$ cat src/rtl/cpu_pipe_pkg.sv
// rtl/cpu_pipe_pkg.sv - shared control-word layout for the ID/EXE/MEM pipeline stages
package cpu_pipe_pkg;

    localparam int CTRL_W       = 5;
    localparam int CTRL_WE_MEM  = 0;
    localparam int CTRL_SEL_DAT = 1;
    localparam int CTRL_SEL_C   = 2;
    localparam int CTRL_SEL_V   = 3;
    localparam int CTRL_WE_C    = 4;

endpackage

$ cat src/rtl/pipe_entry_reg.sv
// rtl/pipe_entry_reg.sv - one pipeline entry: payload plus valid bit with load/clear/hold
module pipe_entry_reg #(
    parameter int W = 8
) (
    input  logic         clk,
    input  logic         rst,
    input  logic         load,
    input  logic         clear,
    input  logic [W-1:0] d,
    output logic         valid,
    output logic [W-1:0] q
);

    logic         valid_q, valid_d;
    logic [W-1:0] data_q, data_d;

    // Clear only drops the valid bit; the payload is left stale.
    always_comb begin
        valid_d = valid_q;
        data_d  = data_q;
        if (clear) begin
            valid_d = 1'b0;
        end else if (load) begin
            valid_d = 1'b1;
            data_d  = d;
        end
    end

    always_ff @(posedge clk) begin
        if (rst) begin
            valid_q <= 1'b0;
            data_q  <= '0;
        end else begin
            valid_q <= valid_d;
            data_q  <= data_d;
        end
    end

    assign valid = valid_q;
    assign q     = data_q;

endmodule

$ cat src/rtl/exe_mem_pipe_reg.sv
// rtl/exe_mem_pipe_reg.sv - EXE to MEM valid/ready boundary register with 2-entry skid buffer
module exe_mem_pipe_reg #(
    parameter int RES_W     = 32,
    parameter int BYTE_W    = 8,
    parameter int RG_W      = 4,
    parameter int CTRL_W    = cpu_pipe_pkg::CTRL_W,
    parameter bit ZERO_CTRL = 1'b1
) (
    input  logic              clk,
    input  logic              rst,
    input  logic              in_valid,
    output logic              in_ready,
    input  logic [CTRL_W-1:0] ctrl_in,
    input  logic [RES_W-1:0]  result_in,
    input  logic [BYTE_W-1:0] dob_byte_in,
    input  logic [RG_W-1:0]   rg_exe,
    input  logic              flush,
    output logic              out_valid,
    input  logic              out_ready,
    output logic [CTRL_W-1:0] ctrl_out,
    output logic [RES_W-1:0]  result,
    output logic [BYTE_W-1:0] dob_byte,
    output logic [RG_W-1:0]   rg_mem,
    output logic [1:0]        occ
);

    localparam int PW = CTRL_W + RES_W + BYTE_W + RG_W;

    logic          main_v, skid_v;
    logic [PW-1:0] in_pay, main_pay, skid_pay, main_in;
    logic          main_load, main_clr, main_from_skid, skid_load, skid_clr;
    logic          accept, drain, in_ready_q, in_ready_d;
    logic [CTRL_W-1:0] ctrl_raw;

    assign in_pay = {ctrl_in, result_in, dob_byte_in, rg_exe};
    assign accept = in_valid & in_ready_q;
    assign drain  = main_v & out_ready;

    always_comb begin
        main_load      = 1'b0;
        main_clr       = 1'b0;
        main_from_skid = 1'b0;
        skid_load      = 1'b0;
        skid_clr       = 1'b0;
        if (flush) begin
            main_clr = 1'b1;
            skid_clr = 1'b1;
        end else if (!main_v) begin
            main_load = accept;
        end else if (drain) begin
            if (skid_v) begin
                main_load      = 1'b1;
                main_from_skid = 1'b1;
                skid_load      = accept;
                skid_clr       = !accept;
            end else begin
                main_load = accept;
                main_clr  = !accept;
            end
        end else begin
            skid_load = accept;
        end
    end

    assign main_in = main_from_skid ? skid_pay : in_pay;

    // Ready is precomputed from the skid entry's next state so MEM stalls never reach EXE combinationally.
    always_comb begin
        in_ready_d = !(skid_load | (skid_v & !skid_clr));
        if (skid_clr) begin
            in_ready_d = !skid_load;
        end
    end

    always_ff @(posedge clk) begin
        if (rst) begin
            in_ready_q <= 1'b1;
        end else begin
            in_ready_q <= in_ready_d;
        end
    end

    pipe_entry_reg #(.W(PW)) u_main (
        .clk   (clk),
        .rst   (rst),
        .load  (main_load),
        .clear (main_clr),
        .d     (main_in),
        .valid (main_v),
        .q     (main_pay)
    );

    pipe_entry_reg #(.W(PW)) u_skid (
        .clk   (clk),
        .rst   (rst),
        .load  (skid_load),
        .clear (skid_clr),
        .d     (in_pay),
        .valid (skid_v),
        .q     (skid_pay)
    );

    assign {ctrl_raw, result, dob_byte, rg_mem} = main_pay;

    // Bubbles carry no write enables downstream.
    assign ctrl_out  = (ZERO_CTRL && !main_v) ? '0 : ctrl_raw;
    assign out_valid = main_v;
    assign in_ready  = in_ready_q;
    assign occ       = {1'b0, main_v} + {1'b0, skid_v};

endmodule

$ cat config.mk
export PLATFORM = sky130hd
export DESIGN_NAME = exe_mem_pipe_reg
export DESIGN_NICKNAME = d
export VERILOG_FILES = /design/src/rtl/cpu_pipe_pkg.sv /design/src/rtl/pipe_entry_reg.sv /design/src/rtl/exe_mem_pipe_reg.sv
export SDC_FILE = /design/constraint.sdc
export NUM_CORES = 1
export LEC_CHECK = 0
export CAP_MARGIN = 10
export CORE_UTILIZATION = 46
export CTS_CLUSTER_SIZE = 25
export DETAILED_ROUTE_END_ITERATION = 10
export PLACE_DENSITY = 0.73
export SETUP_SLACK_MARGIN = 0.5
export SLEW_MARGIN = 20
export SYNTH_ARGS = -nofsm -noshare
export SYNTH_HDL_FRONTEND = slang
export SYNTH_SLANG_ARGS = --single-unit
export TNS_END_PERCENT = 10
$ cat constraint.sdc
create_clock -name clk -period 1.5 [get_ports clk]
set_clock_uncertainty 0.1 [all_clocks]
set_input_delay 0.45 -clock clk [delete_from_list [all_inputs] [get_ports clk]]
set_output_delay 0.45 -clock clk [all_outputs]
set_load 0.05 [all_outputs]
==> impl_metrics.tcl, run 1 <==
set metrics [dict create \
    drv_cap 0 \
    grt_pass1_vias 4711 \
    stdcell_area_mm2 0.00714 \
    numClockSinks 101 \
    clk_pin_slew_worst_paths_ps 100 \
    synth-simple-area-share 0.0817 \
    rsz0062_at_grt "yes" \
    endpoint_kind "output pin" \
    synth.area.mux_share 0.0986 \
    antenna_found_initial 0 \
    pre_cts_ws_ps -676 \
    postSynthCellCount 536 \
    violations "negative setup slack" \
    num_antenna_cells 0 \
    criticalPathCategory "register to output pin" \
    io_buffers 106 \
    yosys.cell_types.count 29 \
    nets 644 \
    grt_usage 0.263 \
    clkLatencyLatePin_ps 360 \
    setup_ws_ps -246 \
    critical_path_arrival_ps 1200 \
    synth-seq-area-share 0.406 \
    grt_pass1_wl_um 23800 \
    drive_gt1_frac 0.303 \
    ys_warn_count 0 \
    fp.coreArea_mm2 0.0104 \
    htree_levels 3 \
    syn_nets 591 \
    die_w_um 106 \
    worst_path_max_delay_cell "dfxtp_4" \
    hold_path_class "primary input to register" \
    pwr_density_cell_mw_per_mm2 892 \
    dieArea_mm2 0.0112 \
    route.detailed.drc 0 \
    synthAdderAreaFrac 0.00251 \
    p_leak_uw 0.00278 \
    ios 107 \
    dieHeight_um 106 \
    slew_violations 0 \
    synth-seq-cells 101 \
    finalCriticalPeriod_ps 1750 \
    drtPass1Iterations 7 \
    grt_overflow_total 0 \
    max_stage_delay_ps 410 \
    tightest_slew_ps 329 \
    wl_per_cell_um 20.5 \
    synth_xor_area_frac 0 \
    ant_nets 0 \
    path_max_fanout 5 \
    vias_per_cell 6.52 \
    cts_tree "built" \
    syn_to_final_growth_pct 43.6 \
    wl_um 15000 \
    num_rows 37 \
    clockRootBuffer "clkbuf_8" \
    dp_hpwl_um 9310 \
    mostFrequentLayoutCells "dfxtp_1, buf_12, nand4_1, a21oi_1, clkdlybuf4s50_1" \
    slew_headroom 0.779 \
    synth_compound_area_frac 0.278 \
    fin_crit_sh 1.16 \
    gp_congestion 0.861 \
    peakVddDrop_mv 0.657 \
    synth_top_family_by_area "compound AO/OA/AOI/OAI gates" \
    syn_area_per_cell_um2 9.28 \
    clock.fmax_ghz 0.573 \
    placed_area_mm2 0.00653 \
    cts_buffers 9 \
    holdBufCountCts 0 \
    fin_util 0.686 \
    grt_max_degree 45 \
    dp_cells 703 \
    setup_violations 105 \
    run_status "finished with violations" \
    p_total_uw 6370 \
    fillers 743 \
    finalHoldViolCount 0 \
    drt_iter0_drc 377 \
    vias 4758 \
    final_common_cell "dfxtp_1" \
    cp.required_ps 950 \
    cts_buffer_depth 2 \
    cp_cell_sequence "buf_4 > and2_4 > buf_12" \
    worst_setup_path_start_kind "register" \
    syn_area_mm2 0.00498 \
    start_util 0.478 \
    stdcell_count 730 \
]
[worst paths after layout]
| path | start | cells after the start | to | slack [ps] |
|---|---|---|---|---|
| setup reg to reg | u_main.valid$_SDFFE_PP0P_ | 6 | u_skid.q[20]$_SDFFE_PP0P_ | -190 |
| hold reg to reg | u_skid.q[2]$_SDFFE_PP0P_ | 2 | u_skid.q[2]$_SDFFE_PP0P_ | 380 |
| hold / removal | rst | 2 | u_main.q[33]$_SDFFE_PP0P_ | 260 |
| setup / recovery | u_main.valid$_SDFFE_PP0P_ | 3 | ctrl_out[4] | -250 |
[metrics by stage]
stage	setup TNS (ps)	hold WS, ps
3_5_place_dp	-57220	361
5_1_grt	-19790	255
4_1_cts	-8940	254
6_report	-12440	259
2_1_floorplan	-5210	348
3_3_place_gp	-52790	353
[repair_timing]
item | 4_1_cts | 5_1_grt
setup endpoints to repair | 154 | 154
buffers inserted | 8 | 0
cloned | 3 | 0
pin swaps | 30 | 16
gates resized for setup | 48 | 19
[cell type report]
| type | count | area, um^2 | share of cell area |
|---|---|---|---|
| Clock buffer | 10 | 128 | 0.0179 |
| Clock inverter | 6 | 92.6 | 0.0130 |
| Inverter | 3 | 11.3 | 0.00158 |
| Multi-Input combinational cell | 316 | 2460 | 0.345 |
| Sequential cell | 101 | 2050 | 0.287 |
| Tap cell | 136 | 170 | 0.0238 |
| Timing Repair Buffer | 158 | 2230 | 0.312 |
[registers in the layout, indices dropped and copies added, names as in the netlist]
signal and flops:
u_skid.q 49, in_ready 1, u_main.q 49, u_skid.valid 1
u_main.valid 1
[Yosys cell counts]
master    number  area [um^2]
a22o_4         1         17.5
clkbuf_1      46          173
o22ai_1        1         6.26
a21boi_0       1         7.51
buf_1          5         18.8
a22oi_1        1         7.51
nand2_1        1         3.75
nor2b_1        1         6.26
ha_1           1         12.5
nand3b_1       1         7.51
nand4_1       49          307
and3_1         1         6.26
buf_2         16         80.1
nand4b_1       1         8.76
buf_6          3         33.8
and2_1         6         37.5
nor2_1         1         3.75
nor3_1         1         5.00
a31oi_1       50          313
inv_1          3         11.3
buf_4         46          345
a211oi_2      10          125
a21oi_1       49          245
mux2i_1       49          490
dfxtp_1      101         2020
o31ai_1       49          368
and3b_1        1         8.76
nand2b_1       2         12.5
a211oi_1      39          293
[where the power goes]
part / internal (uW) / total [uW] / switching, uW
clock network: 961 / 1940 / 980
registers: 2780 / 2900 / 114
logic: 710 / 1530 / 825
total: 4460 / 6370 / 1920
[per-layer routing]
layer / share of wire / up-vias / wire length (um) / GRT usage
li1: - / 2123 / - / -
met1: 0.40 / 2330 / 5980 / 0.324
met2: 0.50 / 262 / 7480 / 0.469
met3: 0.079 / 43 / 1180 / 0.0374
met4: 0.022 / 0 / 336 / 0.0923
met5: 0 / - / 0 / 0
[cell families (layout without fill, tap and decap cells)]
logic type	Yosys count	in the layout
AOI/OAI and AO/OA	201	201
and+or+nand+nor	65	65
DFF	101	101
muxes	49	49
adders and majority gates	1	1
buffers and inverters	119	177
[critical path: cells and delay by family (launching register included)]
family / cells / cell delay (ps)
buffers and inverters: 2 / 290
DFF: 1 / 410
and+or+nand+nor: 1 / 150
(Power assumes the default switching activity.)
==> inputs of run 2 (changes only) <==
--- a/config.mk
+++ b/config.mk
@@ -11,6 +11,7 @@
 export DETAILED_ROUTE_END_ITERATION = 10
 export PLACE_DENSITY = 0.73
 export SETUP_SLACK_MARGIN = 0.5
+export SKIP_LAST_GASP = 1
 export SLEW_MARGIN = 20
 export SYNTH_ARGS = -nofsm -noshare
 export SYNTH_HDL_FRONTEND = slang
==> run 2 against run 1 <==
  * Critical path depth did not move
  * Critical endpoint is now ctrl_out[3]
  * Count of clock-buffer cells in the layout did not move
  * Largest power group unchanged
  * Sequential cell count did not move
  * Combinational power fell by 3%
  * Sequential share of layout area rose by 0.33 points
  * First-iteration DRC count fell by 1.6%
  * Highest routed layer unchanged
  * The run still ends with negative setup slack left
==> impl_metrics.tcl, run 2 (synthesized netlist as in run 1, its figures left out) <==
set metrics [dict create \
    num_antenna_cells 0 \
    p_leak_uw 0.00277 \
    power_frac_comb 0.235 \
    htree_levels 3 \
    p_switching_uw 1890 \
    met1_usage 0.320 \
    drv_cap 0 \
    die_w_um 106 \
    stdcell_area_mm2 0.00699 \
    grt_pass1_wl_um 23300 \
    fin_util 0.671 \
    regArea_mm2 0.00203 \
    syn_to_final_growth_pct 40.5 \
    cp.required_ps 950 \
    grt_max_degree 45 \
    setup_violations 104 \
    path_max_fanout 8 \
    slew_headroom 0.779 \
    rsz0062_at_grt "yes" \
    max_stage_delay_ps 410 \
    finalCriticalPeriod_ps 1730 \
    use_met3 0.0368 \
    finalHoldViolCount 0 \
    slew_violations 0 \
    fillers 767 \
    fp.coreArea_mm2 0.0104 \
    drt_iter0_drc 371 \
    placed_area_mm2 0.00653 \
    ant_nets 0 \
    clk_pin_slew_worst_paths_ps 100 \
    grt_usage 0.257 \
    use_met2 0.449 \
    clock.fmax_ghz 0.577 \
    start_util 0.478 \
    drive_gt1_frac 0.254 \
    critical_path_arrival_ps 1180 \
    fin_crit_sh 1.16 \
    cts_tree "built" \
    dieArea_mm2 0.0112 \
    multi_input_area_mm2 0.00235 \
    antenna_found_initial 0 \
    mostFrequentLayoutCells "dfxtp_1, buf_12, a31oi_1" \
    pre_cts_ws_ps -676 \
    run_status "finished with violations" \
    route.detailed.drc 0 \
    vias_per_cell 6.51 \
    endpoint_kind "output pin" \
    dp_hpwl_um 9310 \
    nets 644 \
    hold_path_class "primary input to register" \
    final_common_cell "dfxtp_1" \
    gp_congestion 0.861 \
    cp_cell_sequence "buf_8 > and2_4 > buf_12" \
    holdBufCountCts 0 \
    wl_um 14500 \
    tightest_slew_ps 332 \
    pwr_density_cell_mw_per_mm2 905 \
    clkPwrFrac 0.307 \
    grt_overflow_total 0 \
    numClockSinks 101 \
    clockRootBuffer "clkbuf_8" \
    setup_ws_ps -233 \
    num_rows 37 \
    clkLatencyLatePin_ps 360 \
    cts_buffer_depth 2 \
    cts_buffers 9 \
    peakVddDrop_mv 0.642 \
    worst_path_max_delay_cell "dfxtp_4" \
    io_buffers 106 \
    criticalPathCategory "register to output pin" \
    p_int_uw 4440 \
    vias 4753 \
    wl_per_cell_um 19.9 \
    switching_share 0.299 \
    violations "negative setup slack" \
    drtPass1Iterations 5 \
    grt_busiest_layer "met2" \
    worst_setup_path_start_kind "register" \
    dieHeight_um 106 \
    seq_power_share 0.458 \
    ios 107 \
    grt_pass1_vias 4652 \
]
run 2: cell counts in the layout (fill, tap and decap cells not counted):
Identical to the previous run, type by type.
run 2: final timing paths:
check	slack, ps	cells after the start	endpoint	startpoint
max	-230	3	ctrl_out[3]	u_main.valid$_SDFFE_PP0P_
min reg2reg	380	2	u_skid.q[2]$_SDFFE_PP0P_	u_skid.q[2]$_SDFFE_PP0P_
max reg2reg	-210	6	u_main.q[11]$_SDFFE_PP0P_	u_main.valid$_SDFFE_PP0P_
min	270	2	u_skid.q[29]$_SDFFE_PP0P_	rst
run 2: final cells by class:
cell class | instances | share of cell area
Multi-Input combinational cell | 316 | 0.337
Timing Repair Buffer | 158 | 0.316
Sequential cell | 101 | 0.290
Tap cell | 136 | 0.0243
Clock buffer | 10 | 0.0183
Clock inverter | 6 | 0.0132
Inverter | 3 | 0.00161
run 2: metal layers:
metal  vias to the layer above  wire, um
li1                       2126         -
met1                      2322      6020
met2                       269      7140
met3                        36      1030
met4                         0       305
met5                         -         0
run 2: per-stage QoR:
stage                     hold slack, ps  setup TNS, ps  instances  total power, uW
after CTS                            265          -9920        730             6310
after floorplan                      348          -5210        536             3760
after detailed placement             361         -57220        703             4400
after global placement               353         -52790        703             4380
final                                271         -12440        730             6330
after global routing                 280         -19690        730             6520
run 2: power by group through the flow:
stage | Sequential [uW] | Combinational, uW | Clock (uW)
5_1_grt | 2910 | 1550 | 2060
2_1_floorplan | 2890 | 862 | 0
3_5_place_dp | 2960 | 1450 | 0
4_1_cts | 2900 | 1470 | 1940
6_report | 2900 | 1490 | 1940
3_3_place_gp | 2950 | 1420 | 0
run 2: critical path, delay by kind of cell, from the launching register on:
kind | cells | cell delay (ps)
simple gates | 1 | 160
flops | 1 | 410
buf+inv | 2 | 260
run 2: what timing repair did:
action                                  4_1_cts  5_1_grt
gates resized for setup                      23        2
endpoints found under the setup margin      154      154
gates cloned                                  3        0
endpoints found under the hold margin         0        0
setup buffers                                 8        0
pin swaps                                    11        8
==> inputs of run 3 (changes only) <==
--- a/config.mk
+++ b/config.mk
@@ -16,4 +16,3 @@
 export SYNTH_ARGS = -nofsm -noshare
 export SYNTH_HDL_FRONTEND = slang
 export SYNTH_SLANG_ARGS = --single-unit
-export TNS_END_PERCENT = 10
==> run 3 against run 2 <==
  * The flow still finishes with violations (negative setup slack)
  * Register-to-register slack got worse by 120 ps
  * Global-route usage grew 6.4 points
  * Core utilization up 16 points
  * Critical path type is now register to register
==> impl_metrics.tcl, run 3 (synthesized netlist as in run 1, its figures left out) <==
set metrics [dict create \
    run_status "finished with violations" \
    violations "negative setup slack" \
    clkLatencyLatePin_ps 400 \
    route.detailed.drc 0 \
    slew_violations 0 \
    rsz0062_at_grt "yes" \
    clock.fmax_ghz 0.546 \
    num_rows 37 \
    drive_gt1_frac 0.563 \
    mostFrequentLayoutCells "buf_12, dfxtp_1, nand4_1, clkdlybuf4s50_1, a31oi_1" \
    path_max_fanout 27 \
    final_common_cell "buf_12" \
    stdcell_count 786 \
    dp_hpwl_um 9160 \
    critical_path_arrival_ps 2000 \
    wl_um 22300 \
    fin_tns_setup_ps -20060 \
    cts_tree "built" \
    dieArea_mm2 0.0112 \
    hold_ws_ps 371 \
    rrSetupSlack_ps -330 \
    cts_buffer_depth 2 \
    worst_setup_path_start_kind "register" \
    endpoint "u_skid.q[30]$_SDFFE_PP0P_" \
    finalHoldViolCount 0 \
    setup_violations 107 \
    grt_pass1_vias 5286 \
    cp.required_ps 1670 \
    vias_per_cell 7.22 \
    cp_cell_sequence "buf_6 > buf_4 > clkinvlp_4 > buf_12 > o31ai_4 > a21oi_2" \
    grt_overflow_total 0 \
    drv_cap 0 \
    pwr_density_cell_mw_per_mm2 789 \
    clockRootBuffer "clkbuf_8" \
    syn_to_final_growth_pct 73.9 \
    max_stage_delay_ps 420 \
    ant_nets 0 \
    grt_max_degree 31 \
    r2r_cells 6 \
    ios 107 \
    antenna_found_initial 0 \
    p_leak_uw 0.00317 \
    num_antenna_cells 0 \
    numClockSinks 101 \
    slew_headroom 0.765 \
    fp.coreArea_mm2 0.0104 \
    cts_buffers 9 \
    htree_levels 3 \
    nets 700 \
    setup_ws_ps -332 \
    r2r_end "u_skid.q[30]$_SDFFE_PP0P_" \
    io_buffers 106 \
    endpoint_kind "register" \
    dp_cells 702 \
    finalCriticalPeriod_ps 1830 \
    start_util 0.478 \
    worst_path_max_delay_cell "dfxtp_4" \
    grt_pass1_wl_um 28000 \
    die_w_um 106 \
    fillers 469 \
    criticalPathCategory "register to register" \
    dieHeight_um 106 \
    vias 5671 \
    clk_pin_slew_worst_paths_ps 110 \
    drtPass1Iterations 5 \
    fin_crit_sh 1.22 \
    startpoint "u_main.valid$_SDFFE_PP0P_" \
    tightest_slew_ps 353 \
    peakVddDrop_mv 0.702 \
    gp_congestion 0.858 \
    drt_iter0_drc 563 \
    grt_usage 0.320 \
    hold_path_class "primary input to register" \
    wl_per_cell_um 28.3 \
    worstReg2RegStart "u_main.valid$_SDFFE_PP0P_" \
]
-- run 3: cell types whose count changed in the layout (fill, tap and decap cells not counted), moves of 21 or more --
cell      before  now
a211oi_1      36    0
o31ai_2        0   23
o31ai_1       49    6
a211oi_2      13   47
dfxtp_1       98   54
dfxtp_2        2   41
mux2i_1       48   27
buf_6          4   26
-- run 3: routing by layer --
layer / wire [um] / vias to the layer above / GRT usage
li1: - / 2243 / -
met1: 7970 / 2752 / 0.380
met2: 10600 / 548 / 0.542
met3: 2480 / 128 / 0.0742
met4: 1220 / 0 / 0.159
met5: 0 / - / 0
-- run 3: report_power, final --
part	internal, uW	switching [uW]	leakage, uW
combinational	940	1080	0.00223
clock	796	1090	0.000102
sequential	2800	121	0.000842
-- run 3: layout make-up --
cell class | count | area (um^2) | area share
multi-input combinational | 316 | 3110 | 0.359
timing repair buffer | 214 | 3060 | 0.354
sequential | 101 | 2100 | 0.242
tap | 136 | 170 | 0.0197
clock buffer | 9 | 124 | 0.0143
clock inverter | 7 | 80.1 | 0.00926
inverter | 3 | 15.0 | 0.00174
-- run 3: through the flow --
stage                     utilization  setup slack [ps]  total power, uW  area (um^2)
after floorplan                     -              -139             3840         5250
after global placement          0.632              -605             4400         6580
after detailed placement        0.632              -686             4430         6580
after CTS                       0.759              -240             6470         7910
after global routing            0.831              -340             6950         8650
final                           0.831              -332             6820         8650
-- run 3: what timing repair did --
| action | CTS | global route |
|---|---|---|
| setup endpoints to repair | 154 | 154 |
| pin swaps | 10 | 36 |
| gates resized for setup | 116 | 109 |
| hold buffers | 0 | 0 |
| setup buffers | 29 | 22 |
| gates cloned | 14 | 3 |
-- run 3: worst min path at each step --
| stage | endpoint | cells after the start | slack [ps] | startpoint |
|---|---|---|---|---|
| after floorplan | u_skid.q[0]$_SDFFE_PP0P_ | 2 | 350 | u_skid.q[0]$_SDFFE_PP0P_ |
| after global placement | u_skid.q[25]$_SDFFE_PP0P_ | 2 | 350 | u_skid.q[25]$_SDFFE_PP0P_ |
| after detailed placement | u_skid.q[25]$_SDFFE_PP0P_ | 2 | 360 | u_skid.q[25]$_SDFFE_PP0P_ |
| after CTS | u_main.q[12]$_SDFFE_PP0P_ | 2 | 340 | rst |
| after global routing | u_main.q[6]$_SDFFE_PP0P_ | 2 | 350 | rst |
| final | u_skid.q[36]$_SDFFE_PP0P_ | 2 | 370 | rst |
-- run 3: worst max-delay path: cells and delay by family (launching register included) --
family	cells	cell delay [ps]
DFF	1	420
buffers and inverters	4	700
AOI/OAI and AO/OA	2	460
